$ cat src/rtl/synth_spi_write_scheduler.sv
// -----------------------------------------------------------------------------
// synth_spi_write_scheduler
//
// Purpose:
//   SPI-slave (mode 0) front end that turns 32-bit host frames into single-cycle
//   register writes on the synth register bus. Each frame carries the register
//   number in bits [31:16] and the value in bits [15:0]. The three SPI inputs
//   are resynchronised into i_Clock, deserialised, and queued in a small FIFO.
//   An issue FSM then drains the FIFO one write per cycle. This block is the
//   only configuration path into the core register file, so host SPI timing is
//   fully decoupled from the core clock.
//
// Optional feature (macro SYNTH_WRITE_SYNC_EN):
//   When defined, queued writes are held until the core signals a sample
//   boundary on i_SampleReady. The whole FIFO is then drained in one burst,
//   including frames that arrive during the drain. When undefined,
//   i_SampleReady is ignored and writes issue as soon as they are queued.
//
// Parameters:
//   FIFO_DEPTH   frame buffer entries (power of two, >= 2)
//   SYNC_STAGES  flip-flop stages on each SPI input synchroniser (>= 2)
//
// Ports:
//   i_Clock                system clock, shared with synth/core
//   i_Reset_n              asynchronous active-low reset
//   i_SpiClock             SPI SCLK, mode 0, at most i_Clock/4
//   i_SpiChipSelect_n      SPI chip select, active low
//   i_SpiMosi              SPI data in, MSB first
//   i_SampleReady          core sample-boundary pulse (1 cycle)
//   o_RegisterNumber[15:0] register number to synth (held between strobes)
//   o_RegisterValue[15:0]  register value to synth (held between strobes)
//   o_RegisterWriteEnable  one-cycle write strobe to synth
//   o_Overflow             sticky: a frame was dropped because the FIFO was full
//   o_Busy                 FIFO non-empty or a write is in flight
// -----------------------------------------------------------------------------
module synth_spi_write_scheduler #(
  parameter int FIFO_DEPTH  = 4,
  parameter int SYNC_STAGES = 2
) (
  input  logic        i_Clock,
  input  logic        i_Reset_n,
  input  logic        i_SpiClock,
  input  logic        i_SpiChipSelect_n,
  input  logic        i_SpiMosi,
  input  logic        i_SampleReady,
  output logic [15:0] o_RegisterNumber,
  output logic [15:0] o_RegisterValue,
  output logic        o_RegisterWriteEnable,
  output logic        o_Overflow,
  output logic        o_Busy
);

  localparam int PTR_W = $clog2(FIFO_DEPTH);
  localparam int CNT_W = PTR_W + 1;
  localparam logic [CNT_W-1:0] C_FULL = CNT_W'(FIFO_DEPTH);
  localparam logic [CNT_W-1:0] C_ONE  = CNT_W'(1);

  typedef enum logic [1:0] {
    S_IDLE          = 2'd0,
    S_WAIT_BOUNDARY = 2'd1,
    S_DRAIN         = 2'd2
  } state_t;

  // ---------------------------------------------------------------------------
  // Input synchronisers and SCLK rising-edge detector
  // ---------------------------------------------------------------------------
  logic [SYNC_STAGES-1:0] r_SclkSync;
  logic [SYNC_STAGES-1:0] r_CsSync;
  logic [SYNC_STAGES-1:0] r_MosiSync;
  logic                   r_SclkPrev;
  logic                   w_SclkSynced;
  logic                   w_CsSynced_n;
  logic                   w_MosiSynced;
  logic                   w_SamplePulse;

  // Chip select resets to the deasserted (high) level so that reset behaves
  // like an idle bus rather than the start of a frame.
  always_ff @(posedge i_Clock or negedge i_Reset_n) begin
    if (!i_Reset_n) begin
      r_SclkSync <= '0;
      r_CsSync   <= '1;
      r_MosiSync <= '0;
      r_SclkPrev <= 1'b0;
    end else begin
      r_SclkSync <= {r_SclkSync[SYNC_STAGES-2:0], i_SpiClock};
      r_CsSync   <= {r_CsSync[SYNC_STAGES-2:0], i_SpiChipSelect_n};
      r_MosiSync <= {r_MosiSync[SYNC_STAGES-2:0], i_SpiMosi};
      r_SclkPrev <= w_SclkSynced;
    end
  end

  assign w_SclkSynced  = r_SclkSync[SYNC_STAGES-1];
  assign w_CsSynced_n  = r_CsSync[SYNC_STAGES-1];
  assign w_MosiSynced  = r_MosiSync[SYNC_STAGES-1];
  // MOSI travels through the same number of stages as SCLK, so the synced
  // data bit is aligned with the synced rising edge.
  assign w_SamplePulse = w_SclkSynced & ~r_SclkPrev;

  // ---------------------------------------------------------------------------
  // Deserialiser
  // ---------------------------------------------------------------------------
  logic [30:0] r_Shift;
  logic [4:0]  r_BitCount;
  logic        r_PushPending;
  logic [31:0] r_FrameData;
  logic        w_FrameDone;

  assign w_FrameDone = w_SamplePulse & ~w_CsSynced_n & (r_BitCount == 5'd31);

  // Only 31 bits are kept in the shifter: the 32nd bit goes straight into the
  // frame register, which holds the frame stable for the following push.
  always_ff @(posedge i_Clock or negedge i_Reset_n) begin
    if (!i_Reset_n) begin
      r_Shift       <= '0;
      r_BitCount    <= '0;
      r_PushPending <= 1'b0;
      r_FrameData   <= '0;
    end else begin
      r_PushPending <= w_FrameDone;
      if (w_FrameDone) begin
        r_FrameData <= {r_Shift, w_MosiSynced};
      end
      if (w_CsSynced_n) begin
        // Deselect abandons any partial frame without flagging it.
        r_BitCount <= '0;
      end else if (w_SamplePulse) begin
        r_Shift    <= {r_Shift[29:0], w_MosiSynced};
        // 5-bit counter wraps 31 -> 0, so streamed bits start the next frame.
        r_BitCount <= r_BitCount + 5'd1;
      end
    end
  end

  // ---------------------------------------------------------------------------
  // Frame FIFO
  // ---------------------------------------------------------------------------
  logic [31:0]      r_Mem [FIFO_DEPTH];
  logic [PTR_W-1:0] r_WrPtr;
  logic [PTR_W-1:0] r_RdPtr;
  logic [CNT_W-1:0] r_Count;
  logic [31:0]      w_RdData;
  logic             w_Full;
  logic             w_Pop;
  logic             w_PushAccept;
  logic             w_Drop;

  assign w_RdData = r_Mem[r_RdPtr];

  always_ff @(posedge i_Clock or negedge i_Reset_n) begin
    if (!i_Reset_n) begin
      for (int i = 0; i < FIFO_DEPTH; i++) begin
        r_Mem[i] <= '0;
      end
      r_WrPtr <= '0;
      r_RdPtr <= '0;
      r_Count <= '0;
    end else begin
      if (w_PushAccept) begin
        r_Mem[r_WrPtr] <= r_FrameData;
        r_WrPtr        <= r_WrPtr + PTR_W'(1);
      end
      if (w_Pop) begin
        r_RdPtr <= r_RdPtr + PTR_W'(1);
      end
      case ({w_PushAccept, w_Pop})
        2'b10:   r_Count <= r_Count + C_ONE;
        2'b01:   r_Count <= r_Count - C_ONE;
        default: r_Count <= r_Count;
      endcase
    end
  end

  // ---------------------------------------------------------------------------
  // Issue FSM: state register
  // ---------------------------------------------------------------------------
  state_t r_State;
  state_t w_StateNext;

  always_ff @(posedge i_Clock or negedge i_Reset_n) begin
    if (!i_Reset_n) begin
      r_State <= S_IDLE;
    end else begin
      r_State <= w_StateNext;
    end
  end

  // ---------------------------------------------------------------------------
  // Issue FSM: next-state logic
  // ---------------------------------------------------------------------------
  always_comb begin
    w_StateNext = r_State;
    case (r_State)
      S_IDLE: begin
        if (r_Count != '0) begin
`ifdef SYNTH_WRITE_SYNC_EN
          w_StateNext = S_WAIT_BOUNDARY;
`else
          w_StateNext = S_DRAIN;
`endif
        end
      end
      S_WAIT_BOUNDARY: begin
`ifdef SYNTH_WRITE_SYNC_EN
        if (i_SampleReady) begin
          w_StateNext = S_DRAIN;
        end
`else
        w_StateNext = S_IDLE;
`endif
      end
      S_DRAIN: begin
        // Leave once this cycle's pop empties the FIFO; a push landing in
        // the same cycle keeps the drain going.
        if ((r_Count == '0) || ((r_Count == C_ONE) && !w_PushAccept)) begin
          w_StateNext = S_IDLE;
        end
      end
      default: w_StateNext = S_IDLE;
    endcase
  end

  // ---------------------------------------------------------------------------
  // Issue FSM: output logic (pop / push arbitration)
  // ---------------------------------------------------------------------------
  always_comb begin
    w_Full       = (r_Count == C_FULL);
    w_Pop        = (r_State == S_DRAIN) && (r_Count != '0);
    // A pop in the same cycle frees a slot, so a push into a full FIFO is
    // still accepted when the drain is popping.
    w_PushAccept = r_PushPending && (!w_Full || w_Pop);
    w_Drop       = r_PushPending && w_Full && !w_Pop;
  end

`ifndef SYNTH_WRITE_SYNC_EN
  logic w_unused_sample_ready;
  assign w_unused_sample_ready = i_SampleReady;
`endif

  // ---------------------------------------------------------------------------
  // Registered write bus and status
  // ---------------------------------------------------------------------------
  logic [15:0] r_RegisterNumber;
  logic [15:0] r_RegisterValue;
  logic        r_WriteEnable;
  logic        r_Overflow;
  logic        r_Busy;

  // Busy is registered from the current occupancy/state, so it stays high for
  // the strobe cycle of the final write and falls on the cycle after it.
  always_ff @(posedge i_Clock or negedge i_Reset_n) begin
    if (!i_Reset_n) begin
      r_RegisterNumber <= '0;
      r_RegisterValue  <= '0;
      r_WriteEnable    <= 1'b0;
      r_Overflow       <= 1'b0;
      r_Busy           <= 1'b0;
    end else begin
      r_WriteEnable <= w_Pop;
      if (w_Pop) begin
        r_RegisterNumber <= w_RdData[31:16];
        r_RegisterValue  <= w_RdData[15:0];
      end
      if (w_Drop) begin
        r_Overflow <= 1'b1;
      end
      r_Busy <= (r_Count != '0) || (r_State != S_IDLE);
    end
  end

  assign o_RegisterNumber      = r_RegisterNumber;
  assign o_RegisterValue       = r_RegisterValue;
  assign o_RegisterWriteEnable = r_WriteEnable;
  assign o_Overflow            = r_Overflow;
  assign o_Busy                = r_Busy;

endmodule

$ cat config.mk
export PLATFORM = sky130hd
export DESIGN_NAME = synth_spi_write_scheduler
export DESIGN_NICKNAME = d
export VERILOG_FILES = /design/src/rtl/synth_spi_write_scheduler.sv
export SDC_FILE = /design/constraint.sdc
export NUM_CORES = 1
export LEC_CHECK = 0
export CAP_MARGIN = 20
export CORE_MARGIN = 2
export CORE_UTILIZATION = 63
export CTS_BUF_LIST = sky130_fd_sc_hd__clkbuf_2 sky130_fd_sc_hd__clkbuf_4 sky130_fd_sc_hd__clkbuf_8
export CTS_CLUSTER_SIZE = 28
export DETAILED_ROUTE_END_ITERATION = 7
export GPL_TIMING_DRIVEN = 0
export PLACE_DENSITY = 0.82
export SETUP_SLACK_MARGIN = 0.02
export SLEW_MARGIN = 20
export SYNTH_ARGS = -nofsm -noshare
export SYNTH_HDL_FRONTEND = slang
export SYNTH_SLANG_ARGS = --single-unit
$ cat constraint.sdc
create_clock -name i_Clock -period 2.1 [get_ports i_Clock]
set_input_delay 0.42 -clock i_Clock [delete_from_list [all_inputs] [get_ports i_Clock]]
set_output_delay 0.42 -clock i_Clock [all_outputs]
set_load 0.02 [all_outputs]
# After elaboration in Yosys (flattened, before gate mapping)
# Index checks and enable logic that the tools add are counted.
# word_totals
ff_bits	248
inputBits	6
output_inout_bits	35
# op_classes
n_addsub	5
n_eq_ne	8
order_cmp	3
reduce_logical	20
n_bitwise	7
mux	12
# ops
operator	count
$bwmux 128	1
$mux 32	3
$bmux 32 s2	1
$demux 32 s2	1
$mux 5	2
$ge 3x3->1 const B	2
$logic_and 1x1->1	6
$not 2->3	2
$pmux 3 s2	1
$reduce_bool 2->1	3
$add 5x1->5 const B	1
$eq 5x5->1 const B	1
$add 2x1->2 const B	2
$eq 2x2->1 const B	2
$mux 2	2
$ne 2x2->1 const B	2
$pmux 2 s2	1
$reduce_and 2->1	2
$add 3x1->3 const B	1
$and 1x1->1	3
$eq 3x1->1 const B	1
$eq 3x3->1 const B	1
$logic_not 1->1	3
$logic_not 3->1	1
7 further kinds	10

# Depth between registers and ports, before layout
# Gate-level depths: netlist of run 1.
# logic_depth
word_depth	9
mapped_depth	10
ltp_nobuf	8

# Least setup slack after synthesis of run 1
# No wires, ideal clock.
# synth_path
path_kind	flip-flop to flip-flop
from	register r_Count[0]
to	register r_Count[2]
path_stages_with_launch	11
synth_period_minus_slack_ns	1.955
path_slack_ns	0.145
arrival_time_ns	1.830
setup_ns	0.125
required_ns	1.975
path_buffers	2
path_cell_list	dfrtp_1 > inv_1 > ha_1 > nor2b_1 > nor2b_1 > buf_2 > buf_4 > ha_1 > mux2i_1 > nor2_1 > xor2_1
# synth_between
elab_chain_cells	6
elab_cells_between_ends	12
classes_between	add/sub: 2; eq/ne: 3; mux: 1; reduce/logical: 6
# synth_rtl
element	line	text
start, declared	140	logic [CNT_W-1:0] r_Count;
start signal, assigned	166	2'b10: r_Count <= r_Count + C_ONE;
start signal, assigned	167	2'b01: r_Count <= r_Count - C_ONE;
start signal, assigned	168	default: r_Count <= r_Count;
$reduce_bool 3->1 (*)	227	w_Pop = (r_State == S_DRAIN) && (r_Count != '0);
$logic_and 1x1->1 (*)	227	
net w_Pop	143	logic w_Pop;
$logic_or 1x1->1	230	w_PushAccept = r_PushPending && (!w_Full || w_Pop);
$logic_and 1x1->1	230	
$eq 2x1->1 / $eq 2x2->1 (equally long branches)	165	case ({w_PushAccept, w_Pop})
$pmux 3 s2 / $reduce_bool 2->1 (equally long branches)	--	
# The timed path passes the listed nets; every way through them passes the cells marked *.
# A chain may end at the register's enable or synchronous reset.

# Final worst setup path of run 1
# layout_path
from	register r_Count[1]
to	register r_Count[2]
# layout_between
elab_chain_cells	6
elab_cells_between_ends	12
classes_between	add/sub: 2; eq/ne: 3; mux: 1; reduce/logical: 6
# layout_rtl
element	line
$eq 3x3->1 / $reduce_bool 3->1 (equally long branches)	226, 227
$logic_not 1->1 / $logic_and 1x1->1 (equally long branches)	230, 227
$logic_or 1x1->1	230
$logic_and 1x1->1	230
$eq 2x1->1 / $eq 2x2->1 (equally long branches)	165
$pmux 3 s2 / $reduce_bool 2->1 (equally long branches)	--
# Parallel ways exist; a longest one is shown, timed or not.

==> results of run 1 <==
[worst max path at each step]
| stage | from | to | slack, ps | cells after the start |
|---|---|---|---|---|
| floorplan | r_Count[0] | r_Count[2] | 140 | 10 |
| global placement | i_Reset_n | r_Mem[36] | -9070 | 1 |
| detailed placement | r_Count[0] | r_Count[2] | -230 | 10 |
| CTS | r_Count[1] | r_Count[2] | 30 | 10 |
| global route | r_Count[1] | r_Count[2] | 10 | 9 |
| finish | r_Count[1] | r_Count[2] | 100 | 9 |
[synthesized netlist by cell type, types with 2 or more instances]
cell	count	area (µm²)
dfrtp_1	245	6130
mux2_2	142	1600
mux2_4	65	976
mux4_2	29	653
buf_6	21	236
mux2_1	17	191
ha_1	11	138
nor2_1	8	30.0
buf_4	7	52.6
nand2_1	7	26.3
xor2_1	5	43.8
buf_2	4	20.0
inv_1	4	15.0
nor2_8	4	80.1
mux2i_1	3	30.0
mux4_1	3	78.8
xnor2_1	3	26.3
dfstp_2	2	52.6
nor2b_1	2	12.5
o21ai_0	2	10.0
[report_power, final]
group	internal, mW	total (mW)	switching (mW)
sequential	4.85	4.91	0.0640
combinational	0.0922	0.220	0.128
clock	2.79	4.65	1.87
[kinds of logic after synthesis]
family	Yosys count	synth area share [%]
flops	247	58.8
buf+inv	37	3.12
simple gates	30	2.20
mux	259	33.6
xor+xnor	8	0.667
compound gates	5	0.286
fa+ha+maj	11	1.31
[sequential cells by signal (all words and copies together) (netlist names)]
register               count
o_Busy                     1
o_Overflow                 1
o_RegisterNumber          16
o_RegisterValue           16
o_RegisterWriteEnable      1
r_BitCount                 5
r_Count                    3
r_CsSync                   2
r_FrameData               32
r_Mem                    128
r_MosiSync                 2
r_PushPending              1
r_RdPtr                    2
r_SclkPrev                 1
r_SclkSync                 2
r_Shift                   31
r_State                    1
r_WrPtr                    2
[area by class of cell]
cell class | count | area share (%)
Clock buffer | 71 | 7.27
Clock inverter | 5 | 0.450
Tap cell | 220 | 2.25
Multi-Input combinational cell | 313 | 32.7
Buffer | 33 | 2.75
Sequential cell | 247 | 50.5
Timing Repair Buffer | 45 | 3.95
Inverter | 4 | 0.123
[what timing repair did]
item | in CTS | in global routing
gates resized for setup | 5 | 4
gates cloned | 0 | 0
hold buffers | 1 | 0
endpoints found under the hold margin | 94 | 0
setup buffers | 1 | 2
endpoints found under the setup margin | 3 | 1
[layer usage]
| layer | global-route usage (%) | share of wire (%) |
|---|---|---|
| met3 | 4.07 | 3.4 |
| met2 | 37.9 | 52 |
| met5 | 0 | 0 |
| met4 | 8.45 | 2.3 |
| met1 | 31.1 | 43 |
[critical path: cells and delay by family, from the launching register on]
| family | cells | cell delay (ps) |
|---|---|---|
| muxes | 1 | 200 |
| buffers and inverters | 2 | 270 |
| xor gates and xnor gates | 1 | 140 |
| DFF | 1 | 400 |
| adders and majority gates | 2 | 430 |
| and+or+nand+nor | 3 | 450 |
==> results.toml, run 1 <==
[status]
outcome = "finished, final reports clean"

[worst_setup_path]
r2r_setup_slack_ps = 100
reg2reg_to = "r_Count[2]"
crit_path_start_kind = "flop"
path_max_fanout = 6
r2r_start = "r_Count[1]"
crit_top_cell = "ha_2"
cp_cell_sequence = "inv_1 > ha_2 > and3b_2 > buf_12 > nand2b_4 > ha_2 > mux2i_1 > nor2_1 > xor2_1"
worst_setup_path_end_kind = "flop"
worstPathRequired_ps = 2520
crit_path_max_incr_delay_ps = 400
cpMaxStageDelayCell = "dfrtp_1"
cp.arrival_ps = 2420
reg2reg_depth = 9
crit_type = "flop to flop"

[synth]
syn_area_mm2 = 0.0105
synth_edf_count = 0
synthFlopType = "dfrtp_1"
ys_warn_count = 0
syn_area_per_cell_um2 = 17.6
synth.distinct_cells = 33
synth_async_sr_flop_share_pct = 100
syn_nets = 614
synth-seq-cells = 247
synthCells = 597
synth.yosys.seq_area_share_pct = 58.8

[final_layout]
final_cell_mix = "dfrtp_1, mux2_2, mux2_4"
multiInputGateArea_mm2 = 0.00400
diodes = 0
drive_gt1_share_pct = 50.6
final_core_util_pct = 74.3
n_fill_cell = 998
final_common_cell = "dfrtp_1"
final_cells = 938
stdcell_area_mm2 = 0.0122
area_growth_pct = 16.5
fin_nets = 703
register_area_mm2 = 0.00618

[floorplanning]
start_util_pct = 63.8
die_x_um = 133
pin_count = 41
die_y_um = 133
die_area_mm2 = 0.0177
core_mm2 = 0.0165
rows = 47

[sta]
finalMaxSlewViolations = 0
finClkSkew_ps = 15.1
rsz0062_at_grt = "no"
setup_tns_ps = 0
setup_viol = 0
min_period_ps = 2000
tightest_slew_ps = 748
hold_ws_ps = 297
fmax_mhz = 499
fin_crit_sh_pct = 95.4
hold_viol = 0
relSlewSlack_pct = 50.2
setup_ws_ps = 96.4

[pwr]
peakVddDrop_mv = 0.576
p_per_area_mw_per_mm2 = 799
p_total_mw = 9.78
p_leak_nw = 5.96

[clock_network]
cts_tree = "done"
htree_levels = 2
root_buffer = "clkbuf_8"
cts.sinks = 247
insertion_delay_ps = 530
cts_made_buffers = 42
cts_buffer_depth = 3
clkSlewWorstSetupHoldPaths_ps = 60

[hold_path]
holdPathEnd = "r_CsSync[0]"
hold_class = "input pin to flop"
hp-start = "i_SpiChipSelect_n"
whs_path_depth = 1

[global_routing]
grt_antenna_before_repair = 0
grt_util_all_layers_pct = 22.9
grt_pass1_wl_um = 31500
grt_pass1_vias = 5916
gr-total-overflow = 0
grt_max_degree = 99

[placement]
dpl_cell_area_mm2 = 0.0112
place_ws_ps = -225
placed_cells = 858
io_buffers = 39
place.gp.congestion = 0.729
dp_hpwl_um = 11600

[route]
dr.pass1.iters = 4
drtAntennaViolNets = 0
vias_per_cell = 5.66
drc_errors = 0
drtIter0Drc = 213
detail_route.wirelength_um = 18800
wl_per_cell_um = 20.1
num_vias = 5305

[run]
max_cap_viol_count = 0
Power figures use the tool's default switching activity.
==> run 2, diff against run 1 <==
--- a/config.mk
+++ b/config.mk
@@ -6,13 +6,14 @@
 export NUM_CORES = 1
 export LEC_CHECK = 0
 export CAP_MARGIN = 20
-export CORE_MARGIN = 2
-export CORE_UTILIZATION = 63
+export CELL_PAD_IN_SITES_DETAIL_PLACEMENT = 1
+export CELL_PAD_IN_SITES_GLOBAL_PLACEMENT = 2
+export CORE_UTILIZATION = 48
 export CTS_BUF_LIST = sky130_fd_sc_hd__clkbuf_2 sky130_fd_sc_hd__clkbuf_4 sky130_fd_sc_hd__clkbuf_8
 export CTS_CLUSTER_SIZE = 28
 export DETAILED_ROUTE_END_ITERATION = 7
 export GPL_TIMING_DRIVEN = 0
-export PLACE_DENSITY = 0.82
+export PLACE_DENSITY_LB_ADDON = 0.1
 export SETUP_SLACK_MARGIN = 0.02
 export SLEW_MARGIN = 20
 export SYNTH_ARGS = -nofsm -noshare
==> run 2 against run 1 <==
Net effect:
- setup slack improved by 19 ps
- sequential power barely moved
- clock power fell by 5.6%
- final cell count rose by 5.8%
- cell area rose by 0.27%
- non-clock buffer count rose by 1
- first-iteration DRC count fell by 32%
- critical endpoint is now o_RegisterNumber[15]
- largest cell class unchanged
- highest routed layer unchanged
==> results.toml, run 2 (synthesized netlist as in run 1, its figures left out) <==
[status]
outcome = "finished, final reports clean"

[clock_network]
cts_buffer_depth = 3
cts_made_buffers = 43
htree_levels = 2
cts.sinks = 247
insertion_delay_ps = 540
cts_tree = "done"
clkSlewWorstSetupHoldPaths_ps = 60
root_buffer = "clkbuf_8"

[worst_setup_path]
worst-path-stages = 1
r2r_start = "r_Count[1]"
worst_setup_path_end_kind = "output port"
reg2reg_depth = 8
r2r_setup_slack_ps = 180
cp.arrival_ps = 1560
crit_path_start_kind = "flop"
cp_cell_sequence = "clkdlybuf4s50_1"
path_max_fanout = 2
worstPathRequired_ps = 1680
crit_path_max_incr_delay_ps = 630
cp_num_buf_inv = 1
reg2reg_to = "o_RegisterNumber[1]"
endpoint = "o_RegisterNumber[15]"
cp-startpoint = "o_RegisterNumber[15]"
crit_type = "flop to output port"
critPathTopFamily = "buffers and inverters"
cpMaxStageDelayCell = "clkdlybuf4s50_1"

[pwr]
peakVddDrop_mv = 0.387
p_leak_nw = 5.94
p_per_area_mw_per_mm2 = 776

[global_routing]
gr-total-overflow = 0
grt_antenna_before_repair = 0
grt_max_degree = 96
grt_pass1_wl_um = 33600
grt_pass1_vias = 5994
grt_util_all_layers_pct = 19.6

[placement]
dp_hpwl_um = 12500
dpl_cell_area_mm2 = 0.0113
io_buffers = 39
place.gp.congestion = 0.710
place_ws_ps = -275

[floorplanning]
core_mm2 = 0.0212
start_util_pct = 49.5
pin_count = 41
die_x_um = 150
die_area_mm2 = 0.0225
rows = 53
die_y_um = 150

[run]
max_cap_viol_count = 0

[final_layout]
final_common_cell = "dfrtp_1"
area_growth_pct = 16.8
final_cell_mix = "dfrtp_1, mux2_2, mux2_4"
fin_nets = 705
reg.largest.list = "r_Mem (128), r_FrameData (32), r_Shift (31)"
diodes = 0
drive_gt1_share_pct = 50.6
largest_register = "r_Mem"
stdcell_area_mm2 = 0.0123
largest_register_ff_count = 128

[sta]
hold_ws_ps = 297
tightest_slew_ps = 632
fmax_mhz = 504
rsz0062_at_grt = "no"
setup_viol = 0
finClkSkew_ps = 22.2
relSlewSlack_pct = 57.8
setup_ws_ps = 115
hold_viol = 0
finalMaxSlewViolations = 0
fin_crit_sh_pct = 94.5
min_period_ps = 1980

[hold_path]
hold_class = "input pin to flop"
whs_path_depth = 1

[route]
drtAntennaViolNets = 0
dr.pass1.iters = 4
vias_per_cell = 5.36
detail_route.wirelength_um = 20000
drc_errors = 0
wl_per_cell_um = 20.2
drtIter0Drc = 145
num_vias = 5319
[run 2: area by class of cell]
cell class	instances	area (µm²)
Clock buffer	69	843
Buffer	33	340
Fill cell	1930	8950
Tap cell	275	344
Timing Repair Buffer	46	503
Inverter	4	15.0
Clock inverter	5	31.3
Sequential cell	247	6180
Multi-Input combinational cell	313	4010
[run 2: worst min-delay path by stage]
| stage | from | endpoint | slack (ps) |
|---|---|---|---|
| floorplan | i_Reset_n | o_Busy | 120 |
| global placement | r_SclkSync[0] | r_SclkSync[1] | 330 |
| finish | i_SpiChipSelect_n | r_CsSync[0] | 300 |
| detailed placement | r_SclkSync[0] | r_SclkSync[1] | 340 |
| global route | i_SpiChipSelect_n | r_CsSync[0] | 270 |
| CTS | i_SpiChipSelect_n | r_CsSync[0] | 260 |
[run 2: worst reg2reg max path, cell delays in order, from the launching register on]
cell and delay [ps]:
dfrtp_1 390, inv_2 70, ha_2 190, nor2b_1 150, nor2b_1 140, buf_6 130
buf_4 140, buf_4 260, mux2_4 330
[run 2: timing repair]
item	4_1_cts	5_1_grt
hold buffers	1	0
setup endpoints to repair	3	36
endpoints found under the hold margin	81	0
setup buffers	3	1
gates resized for setup	6	6
pin swaps	0	0
[run 2: routing by layer]
layer | part of all wire, % | track usage (%) | vias to the layer above
li1 | - | - | 2345
met1 | 45 | 26.1 | 2862
met2 | 50 | 32.6 | 75
met3 | 3.2 | 3.72 | 37
met4 | 1.8 | 5.96 | 0
met5 | 0 | 0 | -
[run 2: per-stage QoR]
stage               utilization, %  setup TNS [ps]  total power [mW]  instances
CTS                           57.6               0              9.70        991
detailed placement            53.3            -430              5.22        913
floorplan                        -               0              5.07        597
global placement              53.0        -2307420              5.19        911
global route                  57.8               0              9.96        992
finish                        57.8               0              9.52        992
[run 2: report_power, final]
group	internal (mW)	leakage (nW)	total, mW	switching [mW]
Combinational	0.0921	2.06	0.220	0.128
Clock	2.53	0.468	4.39	1.86
Sequential	4.85	3.42	4.91	0.0613
==> variant 1, RTL diff (config.mk and constraints of run 2) <==
Encoding of `state_t`: now one-hot (3 bits for 3 states).
--- a/src/rtl/synth_spi_write_scheduler.sv
+++ b/src/rtl/synth_spi_write_scheduler.sv
@@ -55,10 +55,10 @@
   localparam logic [CNT_W-1:0] C_FULL = CNT_W'(FIFO_DEPTH);
   localparam logic [CNT_W-1:0] C_ONE  = CNT_W'(1);
 
-  typedef enum logic [1:0] {
-    S_IDLE          = 2'd0,
-    S_WAIT_BOUNDARY = 2'd1,
-    S_DRAIN         = 2'd2
+  typedef enum logic [2:0] {
+    S_IDLE          = 3'b001,
+    S_WAIT_BOUNDARY = 3'b010,
+    S_DRAIN         = 3'b100
   } state_t;
 
   // ---------------------------------------------------------------------------
Check against the original RTL: same outputs for any inputs over 10 cycles, from zero or initial values and one cycle with i_Reset_n low; not proved beyond that.
==> variant 1 against run 2 <==
Sequential cell count rose by 1. Synthesized area is 0.70% lower. Hold slack better by 26 ps. Sequential share of layout area grew 1.0 points. Die area decreased by 0.69%. Worst setup slack gained 45 ps. Cell area fell by 1.6%. Power shrank 5.1%. Wire length shrank 2.2%. Highest routed layer unchanged.
==> variant 1: results (changes against run 2) <==
| Metric | Value |
|---|---|
| Net count, final | `707 (was 705)` |
| GR Util met1 | `26.0% (was 26.1%)` |
| Clock skew | `12.2 ps (was 22.2 ps)` |
| Global-route wire length before repair | `33.0 mm (was 33.6 mm)` |
| Met3 Resource Use GR | `3.32% (was 3.72%)` |
| Status | `complete, no violations (unchanged)` |
| Clock Power | `3.89 mW (was 4.39 mW)` |
| Vias per cell | `5.43 (was 5.36)` |
| Synth cell count leaders | `dfrtp_1, mux2_1, mux2_2 (was dfrtp_1, mux2_2, mux2_4)` |
| DPL Wire Length | `12.5 mm (about the same)` |
| Vias in the first global route | `6101 (was 5994)` |
| Switching power | `1.91 mW (was 2.05 mW)` |
| Sequential cell area fraction in the yosys report | `59.5% (was 58.8%)` |
| Slew headroom | `54.6% (was 57.8%)` |
| Critical path startpoint | `o_RegisterValue[15] (was o_RegisterNumber[15])` |
| R2R Setup Slk | `160 ps (was 180 ps)` |
| Synth unique cells | `34 (was 33)` |
| RR Endpoint | `r_Count[2] (was o_RegisterNumber[1])` |
| Arrival time at the worst endpoint | `1520 ps (was 1560 ps)` |
| Largest net degree at the start of global routing | `104 (was 96)` |
| Worst-skew pair later-pin latency | `510 ps (was 540 ps)` |
| Layout cells sized above 1 | `31.2% (was 50.6%)` |
| M2 GR Usage | `32.0% (was 32.6%)` |
| Pre-CTS setup slack | `-198 ps (was -275 ps)` |
| M1 WL | `8.88 mm (was 8.95 mm)` |
| Global placement routability congestion | `0.697 (was 0.710)` |
| Cells on worst reg2reg path | `10 (was 8)` |
| Slowest cell delay on critical path | `620 ps` |
| Via count | `5318 (was 5319)` |
| Fmax | `516 MHz (was 504 MHz)` |
| Lkg Pwr | `6.15 nW (was 5.94 nW)` |
| Area contributors post-synth | `dfrtp_1, mux2_1, mux2_2, mux4_1, buf_6 (was dfrtp_1, mux2_2, mux2_4, mux4_2, buf_6)` |
| Initial DRC Count | `124 (was 145)` |
| GRT Util Overall | `19.3% (was 19.6%)` |
| Critical Path Sink | `o_RegisterValue[15] (was o_RegisterNumber[15])` |
-- variant 1: layout make-up --
type | instances | area (um2)
Sequential cell | 248 | 6210
Clock buffer | 59 | 724
Buffer | 33 | 322
Timing Repair Buffer | 48 | 518
Fill cell | 1910 | 9070
Tap cell | 275 | 344
Clock inverter | 1 | 7.51
Inverter | 6 | 22.5
Multi-Input combinational cell | 310 | 3930
-- variant 1: cell families (layout without fill, tap and decap cells) --
kind of cell / Yosys count / after routing / synth area share [%]
XOR/XNOR: 8 / 8 / 0.671
multiplexers: 259 / 259 / 32.8
AO/OA/AOI/OAI: 12 / 12 / 1.28
AND/OR/NAND/NOR: 20 / 20 / 1.24
buffers and inverters: 39 / 147 / 3.18
adder cells (fa/ha/maj): 11 / 11 / 1.32
flip-flops: 248 / 248 / 59.5
-- variant 1: through the flow --
stage,util (%),area (um2)
floorplan,-,10400
global placement,52.8,11200
detailed placement,53.1,11200
CTS,56.7,12000
global route,57.1,12100
finish,57.1,12100
==> variant 2, RTL diff (flow settings as in run 2) <==
Made on the original files. Set the parameter `FIFO_DEPTH` to 8 (it was 4).
--- a/src/rtl/synth_spi_write_scheduler.sv
+++ b/src/rtl/synth_spi_write_scheduler.sv
@@ -34,7 +34,7 @@
 //   o_Busy                 FIFO non-empty or a write is in flight
 // -----------------------------------------------------------------------------
 module synth_spi_write_scheduler #(
-  parameter int FIFO_DEPTH  = 4,
+  parameter int FIFO_DEPTH  = 8,
   parameter int SYNC_STAGES = 2
 ) (
   input  logic        i_Clock,
Check against the original RTL: no difference found for any inputs over 10 cycles, from zero or initial values and one cycle with i_Reset_n low; that may be too few to reach the edited logic, so the function may still have changed.
==> variant 2 against run 2 <==
First-iteration DRC count increased to 3.2 times the old value. Wire length rose by 110%. Clock skew is essentially flat. Power up 55%. Non-clock buffer count grew 73. Combinational power increased by 28%. Worst setup slack worse by 100 ps. Synthesized cell count is 85% higher. Cell area is 61% higher. Sequential cell count is 131 higher. Synthesized area increased by 55%. Critical path type is now flop to flop.
==> variant 2: results (changes against run 2) <==
| Metric | Value |
|---|---|
| Status | `complete, no violations (unchanged)` |
| Post-Synth Adder-Cell Area | `0.615% (was 1.31%)` |
| Synth Area in Compound Gates | `5.61% (was 0.286%)` |
| Pre-CTS setup slack | `-520 ps (was -275 ps)` |
| Largest regs | `r_Mem: 256 flops, r_FrameData: 32 flops, r_Shift: 31 flops (was r_Mem: 128 flops, r_FrameData: 32 flops, r_Shift: 31 flops)` |
| Multi-input gates | `645 (was 313)` |
| Global placement routability congestion | `0.753 (was 0.710)` |
| Layout cells sized above 1 | `47.4% (was 50.6%)` |
| GRT Util Overall | `25.0% (was 19.6%)` |
| Vias per cell | `5.64 (was 5.36)` |
| Post-CTS Setup Bufs | `23 (was 3)` |
| Htree depth | `3 (was 2)` |
| Worst IR drop on VDD | `582 uV (was 387 uV)` |
| Met3 routed WL | `1.36 mm (was 637 um)` |
| Vias in the first global route | `10474 (was 5994)` |
| Xor-xnor portion of the synthesized cell area | `0.538% (was 0.667%)` |
| Arrival time at the worst endpoint | `2610 ps (was 1560 ps)` |
| # clk buffers | `114 (was 69)` |
| M1 WL | `20.2 mm (was 8.95 mm)` |
| WL met2 | `20.1 mm (was 10.0 mm)` |
| Syn Nets | `1116 (was 614)` |
| Net count, final | `1263 (was 705)` |
| Global-route wire length before repair | `63.4 mm (was 33.6 mm)` |
| Fill cell count | `3092 (was 1930)` |
| Non-clock buffering overhead | `7.85% (was 6.87%)` |
| GR Util met1 | `35.0% (was 26.1%)` |
| Slowest cell delay on critical path | `450 ps (was 630 ps)` |
variant 2: power by group through the flow:
| stage | sequential (mW) | combinational (mW) | clock, mW |
|---|---|---|---|
| after floorplan | 7.54 | 0.0905 | 0 |
| after global placement | 7.57 | 0.255 | 0 |
| after detailed placement | 7.56 | 0.287 | 0 |
| after CTS | 7.43 | 0.292 | 7.26 |
| after global routing | 7.44 | 0.322 | 7.57 |
| final | 7.44 | 0.282 | 7.07 |
variant 2: through the flow:
| step | util, % | power (mW) |
|---|---|---|
| 3_3_place_gp | 51.7 | 7.83 |
| 2_1_floorplan | - | 7.63 |
| 6_report | 59.2 | 14.8 |
| 5_1_grt | 59.2 | 15.3 |
| 3_5_place_dp | 52.0 | 7.85 |
| 4_1_cts | 57.1 | 15.0 |
variant 2: cell families after synthesis:
logic type / Yosys count
buffers and inverters: 79
muxes: 452
adders and majority gates: 8
and+or+nand+nor: 41
AOI/OAI and AO/OA: 134
xor gates and xnor gates: 10
DFF: 378
